## src/rtl/if_fetch_queue_pkg.sv

```systemverilog
// Shared defaults and the response-routing encoding for the instruction-fetch queue.
package if_fetch_queue_pkg;

   localparam int unsigned DEF_ADDRESS_LEN     = 32'd32;
   localparam int unsigned DEF_INSTRUCTION_LEN = 32'd32;
   localparam int unsigned DEF_QUEUE_DEPTH     = 32'd4;
   localparam int unsigned DEF_PC_STEP         = 32'd4;
   localparam int unsigned DEF_RESET_PC        = 32'd0;

   typedef enum logic [1:0] {
      RSP_NONE   = 2'd0,
      RSP_DROP   = 2'd1,
      RSP_QUEUE  = 2'd2,
      RSP_BYPASS = 2'd3
   } rsp_route_e;

   // Counters must be able to hold the value QUEUE_DEPTH itself.
   function automatic int unsigned ctr_width(input int unsigned depth);
      return $clog2(depth + 32'd1);
   endfunction

endpackage

```

## src/rtl/if_fetch_queue_fifo.sv

```systemverilog
// fetch_fifo: synchronous FIFO with flush; the head word is readable without popping.
module fetch_fifo #(
   parameter int unsigned WIDTH = 32'd64,
   parameter int unsigned DEPTH = 32'd4,
   parameter int unsigned CW    = $clog2(DEPTH + 32'd1)
) (
   input  logic             clk,
   input  logic             rst_n,
   input  logic             push,
   input  logic             pop,
   input  logic             flush,
   input  logic [WIDTH-1:0] wdata,
   output logic [WIDTH-1:0] rdata,
   output logic [CW-1:0]    count
);

   localparam int unsigned PW = $clog2(DEPTH);

   logic [WIDTH-1:0] mem_q [DEPTH];
   logic [PW-1:0]    rd_ptr_q, rd_ptr_d;
   logic [PW-1:0]    wr_ptr_q, wr_ptr_d;
   logic [CW-1:0]    count_q, count_d;
   logic             do_push_s, do_pop_s;

   assign do_push_s = push & (count_q != CW'(DEPTH));
   assign do_pop_s  = pop & (count_q != {CW{1'b0}});

   // Pointer and occupancy next state; flush wins over push/pop.
   always_comb begin
      rd_ptr_d = rd_ptr_q;
      wr_ptr_d = wr_ptr_q;
      count_d  = count_q;
      if (flush) begin
         rd_ptr_d = {PW{1'b0}};
         wr_ptr_d = {PW{1'b0}};
         count_d  = {CW{1'b0}};
      end else begin
         if (do_push_s) begin
            wr_ptr_d = wr_ptr_q + PW'(1'b1);
         end else begin
            wr_ptr_d = wr_ptr_q;
         end
         if (do_pop_s) begin
            rd_ptr_d = rd_ptr_q + PW'(1'b1);
         end else begin
            rd_ptr_d = rd_ptr_q;
         end
         case ({do_push_s, do_pop_s})
            2'b10:   count_d = count_q + CW'(1'b1);
            2'b01:   count_d = count_q - CW'(1'b1);
            default: count_d = count_q;
         endcase
      end
   end

   // Control state register.
   always_ff @(posedge clk or negedge rst_n) begin
      if (!rst_n) begin
         rd_ptr_q <= {PW{1'b0}};
         wr_ptr_q <= {PW{1'b0}};
         count_q  <= {CW{1'b0}};
      end else begin
         rd_ptr_q <= rd_ptr_d;
         wr_ptr_q <= wr_ptr_d;
         count_q  <= count_d;
      end
   end

   // Storage array; contents are only observed while the entry is occupied.
   always_ff @(posedge clk) begin
      if (do_push_s && !flush) begin
         mem_q[wr_ptr_q] <= wdata;
      end
   end

   assign rdata = mem_q[rd_ptr_q];
   assign count = count_q;

endmodule

```

## src/rtl/if_fetch_queue.sv

```systemverilog
// Fetch stage: PC generation, pipelined imem requests and a prefetch queue in front of ID.
// Define IF_QUEUE_BYPASS_EN to forward a response straight to ID while the queue is empty.
module if_fetch_queue
   import if_fetch_queue_pkg::*;
#(
   parameter int unsigned ADDRESS_LEN     = DEF_ADDRESS_LEN,
   parameter int unsigned INSTRUCTION_LEN = DEF_INSTRUCTION_LEN,
   parameter int unsigned QUEUE_DEPTH     = DEF_QUEUE_DEPTH,
   parameter int unsigned PC_STEP         = DEF_PC_STEP,
   parameter int unsigned RESET_PC        = DEF_RESET_PC
) (
   input  logic                       clk,
   input  logic                       rst,
   input  logic                       freeze,
   input  logic                       Branch_taken,
   input  logic [ADDRESS_LEN-1:0]     BranchAddr,
   output logic                       imem_req_valid,
   input  logic                       imem_req_ready,
   output logic [ADDRESS_LEN-1:0]     imem_addr,
   input  logic                       imem_rsp_valid,
   input  logic [INSTRUCTION_LEN-1:0] imem_rsp_data,
   output logic                       if_valid,
   output logic [ADDRESS_LEN-1:0]     PC,
   output logic [INSTRUCTION_LEN-1:0] Instruction
);

   localparam int unsigned CW = ctr_width(QUEUE_DEPTH);
   localparam int unsigned EW = ADDRESS_LEN + INSTRUCTION_LEN;
   localparam logic [ADDRESS_LEN-1:0] STEP     = ADDRESS_LEN'(PC_STEP);
   localparam logic [ADDRESS_LEN-1:0] START_PC = ADDRESS_LEN'(RESET_PC);
   localparam logic [CW:0]            CREDITS  = QUEUE_DEPTH[CW:0];

   logic [ADDRESS_LEN-1:0] fetch_pc_q, fetch_pc_d;
   logic [CW-1:0]          discard_q, discard_d;
   logic                   started_q, started_d;
   logic [CW-1:0]          q_count_s, inflight_s;
   logic [EW-1:0]          q_rdata_s;
   logic [ADDRESS_LEN-1:0] rsp_addr_s;
   logic                   req_fire_s, q_empty_s, q_pop_s, q_push_s, bypass_view_s;
   rsp_route_e             rsp_route_s;

   assign q_empty_s  = (q_count_s == {CW{1'b0}});
   assign q_pop_s    = ~q_empty_s & ~freeze;
   assign q_push_s   = (rsp_route_s == RSP_QUEUE);
   assign req_fire_s = imem_req_valid & imem_req_ready;
   assign imem_addr  = fetch_pc_q;
   // Occupied slots plus outstanding requests never exceed the queue depth.
   assign imem_req_valid = started_q & ~Branch_taken &
                           (({1'b0, q_count_s} + {1'b0, inflight_s}) < CREDITS);

`ifdef IF_QUEUE_BYPASS_EN
   assign bypass_view_s = q_empty_s & (discard_q == {CW{1'b0}}) & imem_rsp_valid & ~Branch_taken;
`else
   assign bypass_view_s = 1'b0;
`endif

   // Decide what happens to the response arriving this cycle.
   always_comb begin
      rsp_route_s = RSP_NONE;
      if (!imem_rsp_valid) begin
         rsp_route_s = RSP_NONE;
      end else if (Branch_taken || (discard_q != {CW{1'b0}})) begin
         rsp_route_s = RSP_DROP;
      end else if (bypass_view_s && !freeze) begin
         rsp_route_s = RSP_BYPASS;
      end else begin
         rsp_route_s = RSP_QUEUE;
      end
   end

   // Fetch PC and stale-response bookkeeping; a redirect overrides everything.
   always_comb begin
      fetch_pc_d = fetch_pc_q;
      discard_d  = discard_q;
      started_d  = 1'b1;
      if (Branch_taken) begin
         fetch_pc_d = BranchAddr;
         discard_d  = inflight_s - CW'(imem_rsp_valid);
      end else begin
         if (req_fire_s) begin
            fetch_pc_d = fetch_pc_q + STEP;
         end else begin
            fetch_pc_d = fetch_pc_q;
         end
         if (rsp_route_s == RSP_DROP) begin
            discard_d = discard_q - CW'(1'b1);
         end else begin
            discard_d = discard_q;
         end
      end
   end

   // Fetch-side state register.
   always_ff @(posedge clk or negedge rst) begin
      if (!rst) begin
         fetch_pc_q <= START_PC;
         discard_q  <= {CW{1'b0}};
         started_q  <= 1'b0;
      end else begin
         fetch_pc_q <= fetch_pc_d;
         discard_q  <= discard_d;
         started_q  <= started_d;
      end
   end

   // Present the head entry (or the bypassed response) to ID.
   always_comb begin
      if_valid    = 1'b0;
      PC          = {ADDRESS_LEN{1'b0}};
      Instruction = {INSTRUCTION_LEN{1'b0}};
      if (bypass_view_s) begin
         if_valid    = 1'b1;
         PC          = rsp_addr_s + STEP;
         Instruction = imem_rsp_data;
      end else if (!q_empty_s) begin
         if_valid    = 1'b1;
         PC          = q_rdata_s[EW-1 -: ADDRESS_LEN] + STEP;
         Instruction = q_rdata_s[INSTRUCTION_LEN-1:0];
      end else begin
         if_valid    = 1'b0;
         PC          = {ADDRESS_LEN{1'b0}};
         Instruction = {INSTRUCTION_LEN{1'b0}};
      end
   end

   // Addresses of outstanding requests; its occupancy is the in-flight count.
   fetch_fifo #(
      .WIDTH (ADDRESS_LEN),
      .DEPTH (QUEUE_DEPTH),
      .CW    (CW)
   ) u_addr_fifo (
      .clk   (clk),
      .rst_n (rst),
      .push  (req_fire_s),
      .pop   (imem_rsp_valid),
      .flush (1'b0),
      .wdata (fetch_pc_q),
      .rdata (rsp_addr_s),
      .count (inflight_s)
   );

   fetch_fifo #(
      .WIDTH (EW),
      .DEPTH (QUEUE_DEPTH),
      .CW    (CW)
   ) u_prefetch_q (
      .clk   (clk),
      .rst_n (rst),
      .push  (q_push_s),
      .pop   (q_pop_s),
      .flush (Branch_taken),
      .wdata ({rsp_addr_s, imem_rsp_data}),
      .rdata (q_rdata_s),
      .count (q_count_s)
   );

endmodule

```

## config.mk

```make
export PLATFORM = sky130hd
export DESIGN_NAME = if_fetch_queue
export DESIGN_NICKNAME = d
export VERILOG_FILES = /design/src/rtl/if_fetch_queue_pkg.sv /design/src/rtl/if_fetch_queue_fifo.sv /design/src/rtl/if_fetch_queue.sv
export SDC_FILE = /design/constraint.sdc
export NUM_CORES = 1
export LEC_CHECK = 0
export CAP_MARGIN = 20
export CELL_PAD_IN_SITES_DETAIL_PLACEMENT = 1
export CELL_PAD_IN_SITES_GLOBAL_PLACEMENT = 1
export CORE_MARGIN = 3
export CORE_UTILIZATION = 45
export DETAILED_ROUTE_END_ITERATION = 8
export PLACE_DENSITY = 0.84
export SETUP_SLACK_MARGIN = 0.02
export SYNTH_ARGS = -nofsm -noshare
export SYNTH_HDL_FRONTEND = slang
export SYNTH_SLANG_ARGS = --single-unit
```

## constraint.sdc

```tcl
create_clock -name clk -period 6.4 [get_ports clk]
set_clock_uncertainty 0.05 [all_clocks]
set_input_delay 1.28 -clock clk [delete_from_list [all_inputs] [get_ports clk]]
set_output_delay 1.28 -clock clk [all_outputs]
set_load 0.03 [all_outputs]
```

==> run metrics, run 1 <==
arrival time of the worst setup path=4540 ps; GR Util All Layers=20.7%; WL/cell=25.0 um; max cap viols=0; DRT iter0 DRCs=788; crit path capture type=output pin; Critical-path top delay cell=clkdlybuf4s50_1; initial antenna violation count=0; fill cell count=3520; layout cells sized above 1=15.8%; synthesized area=0.0179 mm^2; cts hold-fix bufs=0; clk buf depth=3; RSZ-0062 raised after global routing=no; total CTS buffers=46; required time of the critical path=5070 ps; Max Transition Viols Final=0; most frequent cells in the layout=edfxtp_1, clkdlybuf4s50_1, mux4_2, nand2_1, clkbuf_16; Simple-Gate Fraction of Synth Area=7.43%; Crit Path Category=reg -> out; GP Congestion=0.756; Post-synth EDFFs=384; total gr overflow=0; Max VDD drop=0.181 mV; CTS Sinks=434; CTS H-tree depth=2; post-route design area=0.0217 mm^2; post-synth net total=1087; CTS resizes=0; Synth Flop Type=edfxtp_1; largest family of logic cells by synthesized area=multiplexers; Unique masters post-synth=54; ANT nets after route=0; final wirelength=43500 um; die height=205 um; Clock Tree Root=clkbuf_16; top-level port count=168; vias per cell=5.82; TNS Setup=0 ps; DIE WIDTH=205 um; largest cells by area after synthesis=edfxtp_1, mux4_2, dfrtp_1; status=finished, final reports clean; PortBufs=167; Skew-Pair Late Insertion Delay=540 ps; DR pass1 iterations=5; most common cell after layout, fill and taps aside=edfxtp_1; Static Leak=7.06 nW; xor and xnor fraction of the mapped netlist area=1.57%; Yosys warning count=0; Syn-to-layout area delta=21.4%; Vias=10100; post-layout min period=5870 ps; Clock transition at path regs=60 ps; Remaining DRCs=0; Slew @ Worst Pin=976 ps; Synth Area in Compound Gates=3.52%; area leader, netlist=edfxtp_1; sequential fraction of the synthesis area=71.4%; Core Region=0.0390 mm^2; crit path max fanout=26; fin crit share=91.8%; vias in the first global route=10700; Post-Synth Adder-Cell Area=1.41%; #FFs+latches synth=434; largest net degree at the start of global routing=65; FMAX=170 MHz; CP Launch Type=register; Initial Utilization=45.9%; Worst path max stage delay=730 ps; Final setup viols=0; die area=0.0422 mm^2; CTS tree=done; DP HPWL=27400 um; worst min path class=reg -> reg; Final Net Count=1274; Hold Vio Cnt, Final=0; Worst slew margin=35.0%; # diodes=0; FFs w/ async S/R, synth=11.5%; worst path cell trace=mux4_1, ha_1, nand3_1, or4_4, or4_1, a21oi_1, clkdlybuf4s50_1; mux share of post-synthesis cell area=12.8%; Post-Syn Area per Cell=17.9 um^2; first-pass GRT wire length=66300 um; Cell Pwr Density=427 mW/mm^2; Mapped Cells=998; share of the synthesized area in the top cell type=64.4%; Cell Area, Placed=0.0201 mm^2; row count=72; post-CTS setup buffers=0
-- kinds of logic after synthesis --
logic type,after synthesis
buffers and inverters,69
and+or+nand+nor,240
xor gates and xnor gates,32
other,1
adders and majority gates,19
DFF,434
AOI/OAI and AO/OA,97
muxes,106
-- metal layers --
layer / share of wire (%) / global-route usage [%] / vias to the layer above
met5: 0 / 0 / -
met3: 6.5 / 3.59 / 56
met4: 1.6 / 3.98 / 0
li1: - / - / 4374
met1: 41 / 28.3 / 5262
met2: 51 / 35.6 / 417
-- per-stage QoR --
stage / cells / hold WS, ps / total power [mW] / utilization [%] / worst slack (ps)
after floorplan: 998 / 439 / 5.48 / - / 1980
after global placement: 1653 / 459 / 6.43 / 51.6 / 1210
after detailed placement: 1653 / 490 / 6.55 / 51.6 / 1090
after CTS: 1736 / 497 / 9.31 / 55.6 / 499
after global routing: 1738 / 537 / 9.68 / 55.7 / 287
final: 1738 / 495 / 9.27 / 55.7 / 527
-- path summary, 6_finish.rpt --
path | startpoint | to | slack, ps | cells past startpoint
worst max-delay path | u_prefetch_q.rd_ptr_q[0] | PC[28] | 530 | 7
worst min-delay path | u_addr_fifo.count[0] | u_addr_fifo.count[0] | 490 | 1
worst max register to register | u_prefetch_q.count[2] | imem_addr[19] | 2940 | 7
worst min register to register | u_addr_fifo.count[0] | u_addr_fifo.count[0] | 490 | 1
max in group asynchronous | rst | u_prefetch_q.rd_ptr_q[0] | 4890 | 2
min in group asynchronous | rst | imem_addr[3] | 830 | 2
-- final cells by class --
class / instances / area, um^2 / share of cell area (%)
flip-flops and latches: 434 / 12800 / 58.9
multi-input cells: 495 / 4790 / 22.0
repair buffers: 187 / 1870 / 8.59
clock buffers: 56 / 1210 / 5.57
well taps: 518 / 648 / 2.98
clock inverters: 27 / 342 / 1.57
inverters: 21 / 78.8 / 0.363
-- critical path: cells and delay by family (launching register included) --
kind | cells | cell delay [ps]
adder cells (fa/ha/maj) | 1 | 240
buffers and inverters | 1 | 730
multiplexers | 1 | 540
AND/OR/NAND/NOR | 3 | 1540
flip-flops | 1 | 680
AO/OA/AOI/OAI | 1 | 270
-- power by group --
part / total (mW) / switching, mW / internal, mW
sequential: 3.67 / 0.249 / 3.42
combinational: 2.87 / 1.65 / 1.22
clock: 2.74 / 1.07 / 1.67
total: 9.27 / 2.96 / 6.30
-- synth_stat cells, drive strengths merged, types with 17 or more instances --
library cell    n
buf            19
clkbuf         29
o21ai          30
dfrtp          50
inv            21
and2           44
ha             17
nand2          54
nor2           29
xnor2          23
a21oi          22
mux4           95
nand3          26
nand4          17
edfxtp        384
-- sequential cells by signal (all words and copies together) (netlist names) --
| register | flops |
|---|---|
| u_prefetch_q.mem_q | 256 |
| u_addr_fifo.mem_q | 128 |
| imem_addr | 32 |
| discard_q | 3 |
| u_addr_fifo.count | 3 |
| u_prefetch_q.count | 3 |
| u_addr_fifo.rd_ptr_q | 2 |
| u_addr_fifo.wr_ptr_q | 2 |
| u_prefetch_q.rd_ptr_q | 2 |
| u_prefetch_q.wr_ptr_q | 2 |
| started_q | 1 |
Note: power is estimated with default switching activity, not from simulation.
==> inputs of run 2 (changes only) <==
- ABC_AREA: default -> 1
- PLACE_DENSITY: 0.84 -> 0.89
- REMOVE_ABC_BUFFERS: default -> 1
==> run metrics, run 2 <==
top-level port count=168; CTS resizes=0; GR peak layer=met2; Skew-Pair Late Insertion Delay=580 ps; cts hold-fix bufs=0; Vias=14500; fin crit share=89.9%; PortBufs=167; DR pass1 iterations=5; Reg area=0.0128 mm^2; vias per cell=5.60; required time of the critical path=5070 ps; commonest cells in the netlist=nand2_1, edfxtp_1, nor2_1, o21ai_0, nand3_1; largest family of logic cells by synthesized area=simple AND/OR/NAND/NOR gates; Core Region=0.0420 mm^2; #FFs+latches synth=434; Hold Path Stages=1; first-pass GRT wire length=86700 um; Min-Delay Endpoint=u_prefetch_q.wr_ptr_q[1]; post-CTS setup buffers=0; Synth Area in Compound Gates=8.08%; Simple-Gate Fraction of Synth Area=18.7%; most common cell after layout, fill and taps aside=nand2_1; most frequent cell after synthesis=nand2_1; Post-Syn Area per Cell=10.4 um^2; post-layout min period=5750 ps; mux share of post-synthesis cell area=0%; total CTS buffers=46; final design utilization=54.3%; DP HPWL=36400 um; Hold Startpoint=u_prefetch_q.wr_ptr_q[1]; most frequent cells in the layout=nand2_1, edfxtp_1, nor2_1, o21ai_0, clkdlybuf4s50_1; max reg flops=256; Final Net Count=2096; grt met2 use=44.1%; placed cell count=2497; initial antenna violation count=0; Worst slew margin=33.3%; DIE WIDTH=213 um; WL/cell=21.5 um; Yosys warning count=0; largest cells by area after synthesis=edfxtp_1, nand2_1, dfrtp_1; Max Transition Viols Final=0; met1 Use GR=30.4%; Crit Path Category=reg -> out; Max VDD drop=0.184 mV; RSZ-0062 raised after global routing=no; row count=75; Slew @ Worst Pin=1000 ps; final wirelength=55400 um; Mapped Cells=1851; crit path max fanout=41; Final Power=9.64 mW; Cell Pwr Density=422 mW/mm^2; worst-case reg-to-reg path depth=11; GP Congestion=0.933; die height=213 um; area leader, netlist=edfxtp_1; Synth Flop Type=edfxtp_1; share of the synthesized area in the top cell type=60.1%; fill cell count=4583; Static Leak=8.51 nW; crit path capture type=output pin; # diodes=0; Post-synth EDFFs=384; slack of the worst reg-to-reg path=2600 ps; Reg-to-Reg End=u_addr_fifo.count[1]; die area=0.0452 mm^2; vias in the first global route=15800; max cap viols=0; FMAX=174 MHz; Worst R2R Start=u_prefetch_q.count[2]; total gr overflow=0; met3 Use GR=3.78%; Initial Utilization=45.7%; Final setup viols=0; arrival time of the worst setup path=4420 ps; DRT iter0 DRCs=978; GR Util All Layers=24.7%; layout cells sized above 1=6.02%; FFs w/ async S/R, synth=11.5%; sequential fraction of the synthesis area=66.6%; Non-Filler Instances=2582; synthesized area=0.0192 mm^2; CP Launch Type=register; Unique masters post-synth=34; area of the multi-input gates=0.00570 mm^2; ANT nets after route=0; largest register by flop count=u_prefetch_q.mem_q; xor and xnor fraction of the mapped netlist area=1.37%; CTS Sinks=434; CTS H-tree depth=2; CTS tree=done; clk buf depth=3; Clock transition at path regs=60 ps; worst min path class=reg -> reg; Hold Vio Cnt, Final=0; status=finished, final reports clean; Syn-to-layout area delta=18.9%; Remaining DRCs=0; Post-Synth Adder-Cell Area=1.32%; Clock Tree Root=clkbuf_16; largest net degree at the start of global routing=67
run 2: cell count changes in the layout (fill, tap and decap cells not counted), sizes merged, moves of 16 or more:
cell / previous run / this run
xnor2: 23 / 7
nand2: 54 / 471
and2: 44 / 1
nand3: 26 / 88
inv: 23 / 90
nor2: 29 / 326
o22ai: 0 / 34
o21ai: 30 / 173
mux4: 95 / 0
a21oi: 22 / 58
run 2: cell type report:
type | count | share of cell area [%]
inverters | 88 | 1.45
multi-input cells | 1244 | 25.0
repair buffers | 193 | 8.25
clock inverters | 26 | 0.866
flip-flops and latches | 434 | 56.0
well taps | 539 | 2.96
clock buffers | 58 | 5.47
run 2: worst max-delay path by stage:
stage,start,to,cells after the start
2_1_floorplan,u_prefetch_q.rd_ptr_q[0],PC[14],11
3_3_place_gp,u_prefetch_q.rd_ptr_q[1],PC[30],12
3_5_place_dp,u_prefetch_q.rd_ptr_q[1],PC[21],13
4_1_cts,u_prefetch_q.rd_ptr_q[1],PC[21],13
5_1_grt,u_prefetch_q.rd_ptr_q[1],PC[21],13
6_report,u_prefetch_q.rd_ptr_q[1],PC[21],13
run 2: worst max-delay path, stage by stage (launching register included):
cell and delay (ps):
dfrtp_2 670, inv_2 760, buf_4 450, nand2_1 110, nand2_1 120, nand2_1 90
nor2_1 190, nand2_1 130, nor2_4 190, nand2_1 80, nand2_1 70, inv_1 40
nor2_1 190, clkdlybuf4s50_1 710
run 2: cell families after synthesis:
family                   Yosys count
XOR/XNOR                          30
buffers and inverters            173
other                              1
adder cells (fa/ha/maj)           19
AO/OA/AOI/OAI                    289
flip-flops                       434
AND/OR/NAND/NOR                  905
run 2: stage by stage:
stage	hold slack, ps	setup slack (ps)	TNS [ps]	cell area, um^2
after floorplan	455	-376	-4500	18800
after global placement	487	1360	0	21300
after detailed placement	512	1260	0	21300
after CTS	521	609	0	22800
after global routing	542	349	0	22800
final	523	648	0	22800
run 2: where the power goes:
part | switching [mW] | internal [mW] | total, mW
registers | 0.229 | 3.47 | 3.69
clock network | 1.10 | 1.47 | 2.56
logic | 2.33 | 1.05 | 3.38
total | 3.65 | 5.98 | 9.64
run 2: layer usage:
layer / vias to the layer above / routed length (um)
li1: 6627 / -
met1: 7263 / 22300
met2: 451 / 28300
met3: 122 / 2790
met4: 0 / 1960
met5: - / 0
==> inputs of run 3 (changes only) <==
- CORE_UTILIZATION: 45 -> 49
- GPL_TIMING_DRIVEN: default -> 0
- PLACE_DENSITY: 0.89 -> 0.95
- clock period: 6.4 -> 7 ns (I/O delays scaled with it)
==> run metrics, run 3 (synthesis gave the netlist of run 2 again) <==
PortBufs=167; Clock Tree Root=clkbuf_16; TNS Setup=0 ps; first-pass GRT wire length=87100 um; Static Leak=8.54 nW; Reg area=0.0128 mm^2; top-level port count=168; post-layout min period=6110 ps; initial antenna violation count=0; Vias=14500; fin crit share=87.2%; status=finished, final reports clean; Core Region=0.0381 mm^2; post-CTS setup buffers=0; area of the multi-input gates=0.00572 mm^2; die area=0.0416 mm^2; max reg flops=256; max cap viols=0; CTS H-tree depth=2; crit path capture type=output pin; largest net degree at the start of global routing=83; FMAX=164 MHz; Crit Path Category=reg -> out; die height=204 um; DR WL met2=29700 um; Remaining DRCs=0; Skew-Pair Late Insertion Delay=580 ps; Worst path max stage delay=810 ps; DRT iter0 DRCs=957; fill cell count=4035; most common cell after layout, fill and taps aside=nand2_1; total CTS buffers=44; DP HPWL=37800 um; final design utilization=60.3%; largest register by flop count=u_prefetch_q.mem_q; DR pass1 iterations=5; Worst slew margin=26.7%; CP delay by family, top=buffers and inverters; Crit path top cell by count=nand2_1; Critical-path top delay cell=dfrtp_4; DIE WIDTH=204 um; clk buf depth=3; # diodes=0; Hold Vio Cnt, Final=0; GR Util All Layers=27.0%; most frequent cells in the layout=nand2_1, edfxtp_1, nor2_1, o21ai_0, clkdlybuf4s50_1; vias per cell=5.69; vias in the first global route=15900; arrival time of the worst setup path=4660 ps; row count=71; crit path max fanout=82; Final Net Count=2091; final wirelength=56300 um; layout cells sized above 1=5.60%; Cell Pwr Density=383 mW/mm^2; Final setup viols=0; total gr overflow=0; Syn-to-layout area delta=19.8%; Max VDD drop=0.194 mV; Max Transition Viols Final=0; required time of the critical path=5550 ps; highest metal used=met4; CP Launch Type=register; CTS Sinks=434; worst min path class=reg -> reg; Clock transition at path regs=60 ps; cts hold-fix bufs=0; GP Congestion=0.799; Initial Utilization=50.4%; RSZ-0062 raised after global routing=no; WL/cell=22.1 um; WL met1=22400 um; worst path cell trace=inv_4, buf_12, nand2_1, nand2_1, nand2_1, nand2_1, ha_1, nand2_1, nor2_2, nand2_2, o21ai_0, nand2_1, a21oi_1, clkdlybuf4s50_1; CTS resizes=0; CTS tree=done; ANT nets after route=0; Slew @ Worst Pin=1100 ps; met3 routed WL=2770 um; Buf+Inv Stages, Crit Path=3
run 3: cell types whose count changed in the layout (fill, tap and decap cells not counted), sizes merged:
cell / change
clkbuf: +2
buf: -3
clkinv: -5
inv: -3
run 3: per-stage QoR:
step                      hold WS [ps]  power (mW)  worst slack (ps)  instances  cell area, um^2
after floorplan                    455        5.15               104       1766            18800
after global placement             482        6.25             -3190       2444            21100
after detailed placement           512        6.53              1140       2466            21600
after CTS                          538        8.83               771       2544            23000
after global routing               554        9.22               466       2545            23000
final                              539        8.82               894       2545            23000
run 3: final timing paths:
| kind | from | to | slack (ps) | cells past startpoint |
|---|---|---|---|---|
| worst min-delay path | discard_q[0] | discard_q[0] | 540 | 2 |
| max in group asynchronous | rst | u_prefetch_q.rd_ptr_q[1] | 5570 | 2 |
| worst max-delay path | u_prefetch_q.rd_ptr_q[0] | PC[12] | 890 | 14 |
| min in group asynchronous | rst | imem_addr[26] | 720 | 1 |
| worst min register to register | discard_q[0] | discard_q[0] | 540 | 2 |
| worst max register to register | u_prefetch_q.count[1] | u_addr_fifo.count[2] | 3160 | 13 |
run 3: final cells by class:
class                   instances  share of cell area (%)
flip-flops and latches        434                    55.6
multi-input cells            1244                    24.9
repair buffers                190                    9.28
clock buffers                  60                    5.32
well taps                     511                    2.78
inverters                      88                    1.46
clock inverters                18                   0.648
run 3: worst reg2reg max path: stages (launching register included):
cell and delay (ps):
dfrtp_1 480, ha_1 340, nand3_1 90, nand2_1 100, nor3_2 50, nand2_1 470
inv_1 500, o31ai_2 410, ha_1 320, inv_1 90, fa_1 390, a21oi_1 170
o21ai_0 120, xor2_1 150
run 3: power by group:
| group | internal [mW] | switching (mW) |
|---|---|---|
| sequential | 3.17 | 0.249 |
| clock | 1.30 | 0.967 |
| combinational | 1.00 | 2.13 |
| total | 5.47 | 3.35 |
run 3: layer usage:
layer / vias to the layer above / GRT usage (%)
met3: 104 / 4.33
met4: 0 / 8.43
met1: 7324 / 32.6
met5: - / 0
met2: 459 / 49.5
li1: 6602 / -
